`config.mk`:
```
export PLATFORM = sky130hd
export DESIGN_NAME = conversor_bin_bcd_seq
export DESIGN_NICKNAME = d
export VERILOG_FILES = /design/src/rtl/conversor_bin_bcd_seq.sv
export SDC_FILE = /design/constraint.sdc
export NUM_CORES = 1
export LEC_CHECK = 0
export CELL_PAD_IN_SITES_DETAIL_PLACEMENT = 0
export CELL_PAD_IN_SITES_GLOBAL_PLACEMENT = 1
export CORE_UTILIZATION = 38
export DETAILED_ROUTE_END_ITERATION = 8
export GPL_TIMING_DRIVEN = 0
export PLACE_DENSITY = 0.83
export SYNTH_ARGS = -nofsm -noshare
export SYNTH_HDL_FRONTEND = slang
export SYNTH_SLANG_ARGS = --single-unit
```
`constraint.sdc`:
```
create_clock -name Clock -period 1.4 [get_ports Clock]
set_input_delay 0.21 -clock Clock [delete_from_list [all_inputs] [get_ports Clock]]
set_output_delay 0.21 -clock Clock [all_outputs]
set_load 0.03 [all_outputs]
```
`src/rtl/conversor_bin_bcd_seq.sv`:
```
// Sequential double-dabble converter: unsigned binary to packed BCD, one bit per clock.
// Define BCD_SINAL_EN to treat Entrada as two's complement and report the sign on Negativo.
module conversor_bin_bcd_seq #(
    parameter int WIDTH  = 8,
    parameter int DIGITS = 3
) (
    input  logic                  Clock,
    input  logic                  Reset_n,
    input  logic                  Inicio,
    input  logic [WIDTH-1:0]      Entrada,
    output logic                  Ocupado,
    output logic                  Pronto,
    output logic [4*DIGITS-1:0]   Saida,
    output logic                  Negativo
);

    localparam int CW = $clog2(WIDTH + 1);
    localparam int BW = 4 * DIGITS;

    typedef enum logic [1:0] {
        IDLE,
        CONV,
        DONE
    } state_t;

    state_t           state;
    logic [WIDTH-1:0] bin_q;
    logic [BW-1:0]    acc_q;
    logic [BW-1:0]    acc_adj;
    logic [CW-1:0]    cnt_q;
    logic [WIDTH-1:0] load_val;

    // NOTE: combinational blocks assign a full default first so no path leaves a latch.
    always_comb begin
        acc_adj = acc_q;
        for (int d = 0; d < DIGITS; d++) begin
            if (acc_q[4*d +: 4] >= 4'd5)
                acc_adj[4*d +: 4] = acc_q[4*d +: 4] + 4'd3;
        end
    end

`ifdef BCD_SINAL_EN
    logic sign_in;
    logic sign_q;

    // Magnitude fits in WIDTH unsigned bits, including the most negative value.
    assign sign_in  = Entrada[WIDTH-1];
    assign load_val = sign_in ? (WIDTH'(0) - Entrada) : Entrada;

    always_ff @(posedge Clock or negedge Reset_n) begin
        if (!Reset_n) begin
            sign_q   <= 1'b0;
            Negativo <= 1'b0;
        end else begin
            if (state == IDLE && Inicio)
                sign_q <= sign_in;
            if (state == DONE)
                Negativo <= sign_q;
        end
    end
`else
    assign load_val = Entrada;
    assign Negativo = 1'b0;
`endif

    // NOTE: state registers use non-blocking assignments so every flop samples pre-edge values.
    always_ff @(posedge Clock or negedge Reset_n) begin
        if (!Reset_n) begin
            state   <= IDLE;
            bin_q   <= '0;
            acc_q   <= '0;
            cnt_q   <= '0;
            Ocupado <= 1'b0;
            Pronto  <= 1'b0;
            Saida   <= '0;
        end else begin
            Pronto <= 1'b0;
            case (state)
                IDLE: begin
                    if (Inicio) begin
                        bin_q   <= load_val;
                        acc_q   <= '0;
                        cnt_q   <= '0;
                        Ocupado <= 1'b1;
                        state   <= CONV;
                    end
                end
                CONV: begin
                    // Corrected digits shift up one bit; binary MSB enters the units digit.
                    acc_q <= BW'({acc_adj, bin_q[WIDTH-1]});
                    bin_q <= bin_q << 1;
                    cnt_q <= cnt_q + 1'b1;
                    if (cnt_q == CW'(WIDTH - 1)) begin
                        Ocupado <= 1'b0;
                        state   <= DONE;
                    end
                end
                DONE: begin
                    Saida  <= acc_q;
                    Pronto <= 1'b1;
                    state  <= IDLE;
                end
                default: state <= IDLE;
            endcase
        end
    end

endmodule

```
Word level (Yosys, flattened, before mapping)
Index checks and enable logic that the tools add are counted.
Widths: inputs -> output; s select.
{"block": "word_totals", "reg_bits": 40}
{"block": "op_classes", "reduce_logical": 5, "eq_ne": 5, "n_mux": 16, "n_lt_le_gt_ge": 3, "addsub": 4}
{"op": "$pmux 12 s2", "count": 1}
{"op": "$pmux 8 s2", "count": 1}
{"op": "$ge 4x3->1 const B", "count": 3}
{"op": "$mux 12", "count": 1}
{"op": "$mux 4", "count": 3}
{"op": "$add 4x2->4 const B", "count": 2}
{"op": "$mux 8", "count": 1}
{"op": "$pmux 4 s2", "count": 1}
{"op": "$add 4x1->4 const B", "count": 1}
{"op": "$eq 4x3->1 const B", "count": 1}
{"op": "$mux 2", "count": 2}
{"op": "$ne 2x2->1 const B", "count": 2}
{"op": "$pmux 2 s2", "count": 1}
{"op": "$reduce_and 2->1", "count": 2}
{"op": "$add 3x2->3 const B", "count": 1}
{"op": "$mux 1", "count": 3}
{"op": "$mux 3", "count": 1}
{"op": "$reduce_and 3->1", "count": 1}
{"op": "$eq 2x1->1 const B", "count": 1}
{"op": "$eq 2x2->1 const B", "count": 1}
{"op": "$logic_not 2->1", "count": 1}
{"op": "$pmux 1 s2", "count": 1}
{"op": "$reduce_bool 2->1", "count": 1}

Longest topological paths before layout
{"block": "logic_depth", "ltp_word": 3, "depth_mapped": 5, "ltp_nobuf": 5}

Least setup slack after synthesis
Ideal clock, no wire load.
{"block": "synth_path", "kind": "flip-flop to flip-flop", "startpoint": "register acc_q[4]", "endpoint": "register acc_q[8]", "setup_time_ns": 0.095, "path_stages_with_launch": 6, "path_slack_ns": 0.051, "t_arrival_ns": 1.253, "required_ns": 1.305, "path_cell_list": "dfrtp_1 inv_1 ha_1 nor2b_1 o21a_1 o32ai_2"}
{"block": "synth_between", "elab_chain_cells": 3, "elab_cells_between_ends": 4}
{"element": "start: declaration", "line_no": "28", "rtl": "logic [BW-1:0] acc_q;"}
{"element": "start signal: assignment", "line_no": "90", "rtl": "acc_q <= BW'({acc_adj, bin_q[WIDTH-1]});"}
{"element": "$add 4x2->4 or $ge 4x3->1 (tied branches)", "line_no": "38, 37"}
{"element": "$mux 4 *", "line_no": "37", "rtl": "if (acc_q[4*d +: 4] >= 4'd5)"}
{"element": "$pmux 12 s2 *", "line_no": "78", "rtl": "case (state)"}
Every way passes the cells marked *; elsewhere a longest branch is shown, timed or not.
A chain may end at the register's enable or synchronous reset.

Worst setup path in the final report
{"block": "layout_path", "startpoint": "register acc_q[5]", "endpoint": "register acc_q[6]"}
Same word-level chain as after synthesis.

==> run summary <==
The run finished with clean final reports. Counting every net in the synthesized netlist gives 210. The initial core utilization came out at 0.392. The detailed-placement wirelength estimate came out at 2.75 mm. The core footprint came out at between 5000 and 6000 µm².

The clock edge transition at the registers on the reported setup and hold paths is about 80 ps. The total power came out at 5000 µW. The cell leakage power came out at 0.00117 µW.

In this run the worst path has a maximum fanout of 4. The worst hold path belongs to the class in -> async. CTS placed an instance of clkbuf_8 at the clock tree root. The hold violation total from the final report came out at 0. The number of remaining DRC errors is 0. The worst-case vdd ir drop is between 0.7 and 0.8 mV.

The number of warnings issued by yosys is 0. After detailed routing, the average wire length per cell comes to ~13 µm. The worst path setup slack after routing is 77.4 ps.

The detailed router's first-iteration violation count came out at 55. The end point of the critical path is acc_q[6]$_DFFE_PN0P_. The maximum clock skew at final layout is between 3 and 4 ps.

The die area is around 5600 µm². STA classifies the critical path endpoint as a flop. The clock tree synthesis step divided the H-tree into 2 levels. The post-route clock period utilization is 0.945. The data required time at the worst endpoint is around 1600 ps. The sum of routed wire length over all layers came out at between 4 and 5 mm. The synthesized area per cell is about 10 µm². The clock period minus final worst setup slack is 1320 ps. In this run the worst setup path begins at acc_q[5]$_DFFE_PN0P_. For this run, the register share of the synthesized area comes to 0.499. The iteration count of the initial detailed-routing pass came out at 4. OpenSTA, run right after detailed placement, puts the worst setup slack at -176 ps. The post-route antenna net violation count is 0. The total CTS buffers is 5.

Synthesis handed over a netlist of ~190 instances. Setup repair after global routing could not meet its margin everywhere. The data arrival time of the critical path came out at between 1500 and 2000 ps. The post-layout utilization of the core came out at 0.500. The length in cells of the worst reg-to-reg path is 5. The top cell types in the final layout, fill and taps aside, are dfrtp_1 (40), nand2_1 (25), o21ai_0 (15). The number of distinct library cell variants in the gate-level netlist after synthesis is 35. The count of maximum capacitance violations is 0. The critical path launch point type is a flop. The initial antenna violation count is 0. The share of post-route cells with drive strength above 1 is 0.247. From left edge to right edge, the die measures around 75 µm. The area of placed instances is approximately 2400 µm². TritonCTS built the clock tree.

The post-route standard cell area excluding fillers is 2550 µm². For this run the aggregate overflow at the end of global routing stands at 0. The number of nets in the final layout came out at approximately 250. The most area-hungry cell type in the Yosys netlist is dfrtp_1. The share of the synthesized area in the top cell type came out at 0.499. The register bit count reported by yosys is 40.

The repair_antennas step left the layout with diodes totalling 0. The via count of the first global-routing pass is around 1600. The total number of placement rows is 26. The total setup violations reported at the end of the flow came out at 0. The commonest non-fill, non-tap cell in the layout is dfrtp_1.

The global-route wire length before repair is a little over 7 mm. 26 I/O pins were placed. The summed instance area of the synthesized netlist came out at 2000 µm². The worst register-to-register path begins at acc_q[5]$_DFFE_PN0P_.

Entering global routing, the biggest net connects 23 pins. Sorting the synthesized cells by area gives the leading types as dfrtp_1 (50%), nand2_1 (4.7%), ha_1 (4.4%). Across every metal layer, demand over resource in global routing totals 0.169.

The total clock sinks is 40. The minimum setup slack among reg-to-reg paths is 80 ps. The power density over cell area is 1960 nW/µm². The worst register-to-register path ends at acc_q[6]$_DFFE_PN0P_. The detail-routed via count per cell came out at 5.06. Summing all flip-flop and latch instances after layout gives about 1000 µm². The last weighted congestion value of the routability-driven placer came out at between 0.7 and 0.8. The count of buffers added on input and output ports is 24. The area used by multi-input combinational logic came out at slightly above 900 µm². In this run the vertical extent of the chip is ~75 µm. The number of slew-limit violations in the final report was 0. The area overhead of the layout relative to synthesis is 27.3%. The number of inserted filler cells in the final layout is 494. The setup path with the least slack is of type reg -> reg. Derived from the worst setup path, the maximum achievable clock frequency is roughly 0.76 GHz. The worst-case clock buffer depth is 2. The insertion delay to the later sink of the worst-skew pair is 290 ps. The via count came out at approximately 1500.
Yosys cell counts:
cell type  number
and2_1          1
nor2_1          2
nand2_1        25
o311ai_2        1
clkbuf_2        2
nor2b_2         1
nor3b_1         1
a21oi_1         7
buf_6           2
o21ai_0        15
nand3b_1        1
a22o_1          1
o2111ai_1       6
nor2b_1        11
o21bai_2        1
dfrtp_1        40
ha_1            7
o21ai_1        14
nand2b_1        2
conb_1          1
o221ai_2        3
o32ai_2         2
a32o_1          3
o31ai_2         3
o21a_1          4
buf_4           5
a22oi_1         6
buf_2           3
a31oi_1         1
o21ba_4         1
o311ai_1        2
nand3_1         1
xnor2_1         2
inv_1          14
mux2i_1         1
cells by family (layout without fill, tap and decap cells):
logic type,Yosys count,in the layout,share of synthesized area
xor+xnor,2,2,0.00874
mux,1,1,0.00499
simple gates,45,45,0.109
other cells,1,1,0.00187
fa+ha+maj,7,7,0.0437
compound gates,70,70,0.264
flops,40,40,0.499
buf+inv,26,69,0.0687
through the flow:
stage	hold WS [ps]	std cells	TNS, ps
after floorplan	-85.6	192	0
after global placement	465	286	-37600
after detailed placement	197	287	-1310
after CTS	420	299	0
after global routing	458	305	-11.3
final	411	305	0
flip-flops by register name (all words and copies together), names as in the netlist:
| signal | flops |
|---|---|
| Saida | 12 |
| Ocupado | 1 |
| bin_q | 8 |
| cnt_q | 4 |
| acc_q | 12 |
| state | 2 |
| Pronto | 1 |
routing by layer:
| metal | share of wire | GRT usage | wire, µm | vias to the layer above |
|---|---|---|---|---|
| met2 | 0.45 | 0.268 | 1830 | 30 |
| met4 | 0.015 | 0.0650 | 63 | 0 |
| li1 | - | - | - | 763 |
| met1 | 0.50 | 0.225 | 2060 | 744 |
| met3 | 0.034 | 0.0388 | 138 | 7 |
| met5 | 0 | 0 | 0 | - |
power by group:
group / switching (µW) / internal, µW / leakage (µW) / total (µW)
registers: 286 / 1550 / 0.000524 / 1840
logic: 1280 / 1100 / 0.000600 / 2380
clock network: 394 / 393 / 0.0000510 / 787
total: 1960 / 3040 / 0.00117 / 5000
final cells by class:
type / count / share of cell area
clock buffers: 6 / 0.0324
well taps: 70 / 0.0343
flip-flops and latches: 40 / 0.392
multi-input cells: 126 / 0.357
clock inverters: 2 / 0.00392
plain buffers: 12 / 0.0333
repair buffers: 35 / 0.126
inverters: 14 / 0.0206
worst max-delay path: stages, from the launching register on:
cell and delay, ps:
dfrtp_1 370, inv_2 80, ha_4 170, nor2b_2 160, o21a_2 240, o311ai_2 210
worst min path at each step:
| stage | slack (ps) | to | cells after the start |
|---|---|---|---|
| 2_1_floorplan | -90 | Ocupado$_DFFE_PN0P_ | 0 |
| 3_3_place_gp | 470 | Saida[0]$_DFFE_PN0P_ | 2 |
| 3_5_place_dp | 200 | Saida[2]$_DFFE_PN0P_ | 1 |
| 4_1_cts | 420 | acc_q[1]$_DFFE_PN0P_ | 2 |
| 5_1_grt | 460 | Saida[1]$_DFFE_PN0P_ | 2 |
| 6_report | 410 | Saida[1]$_DFFE_PN0P_ | 2 |
timing repair:
action,4_1_cts,5_1_grt
endpoints found under the hold margin,18,0
gates resized for setup,22,9
buffers inserted,3,6
endpoints found under the setup margin,22,7
hold buffers,1,0
pin swaps,0,2
Note: power is estimated with default switching activity, not from simulation.
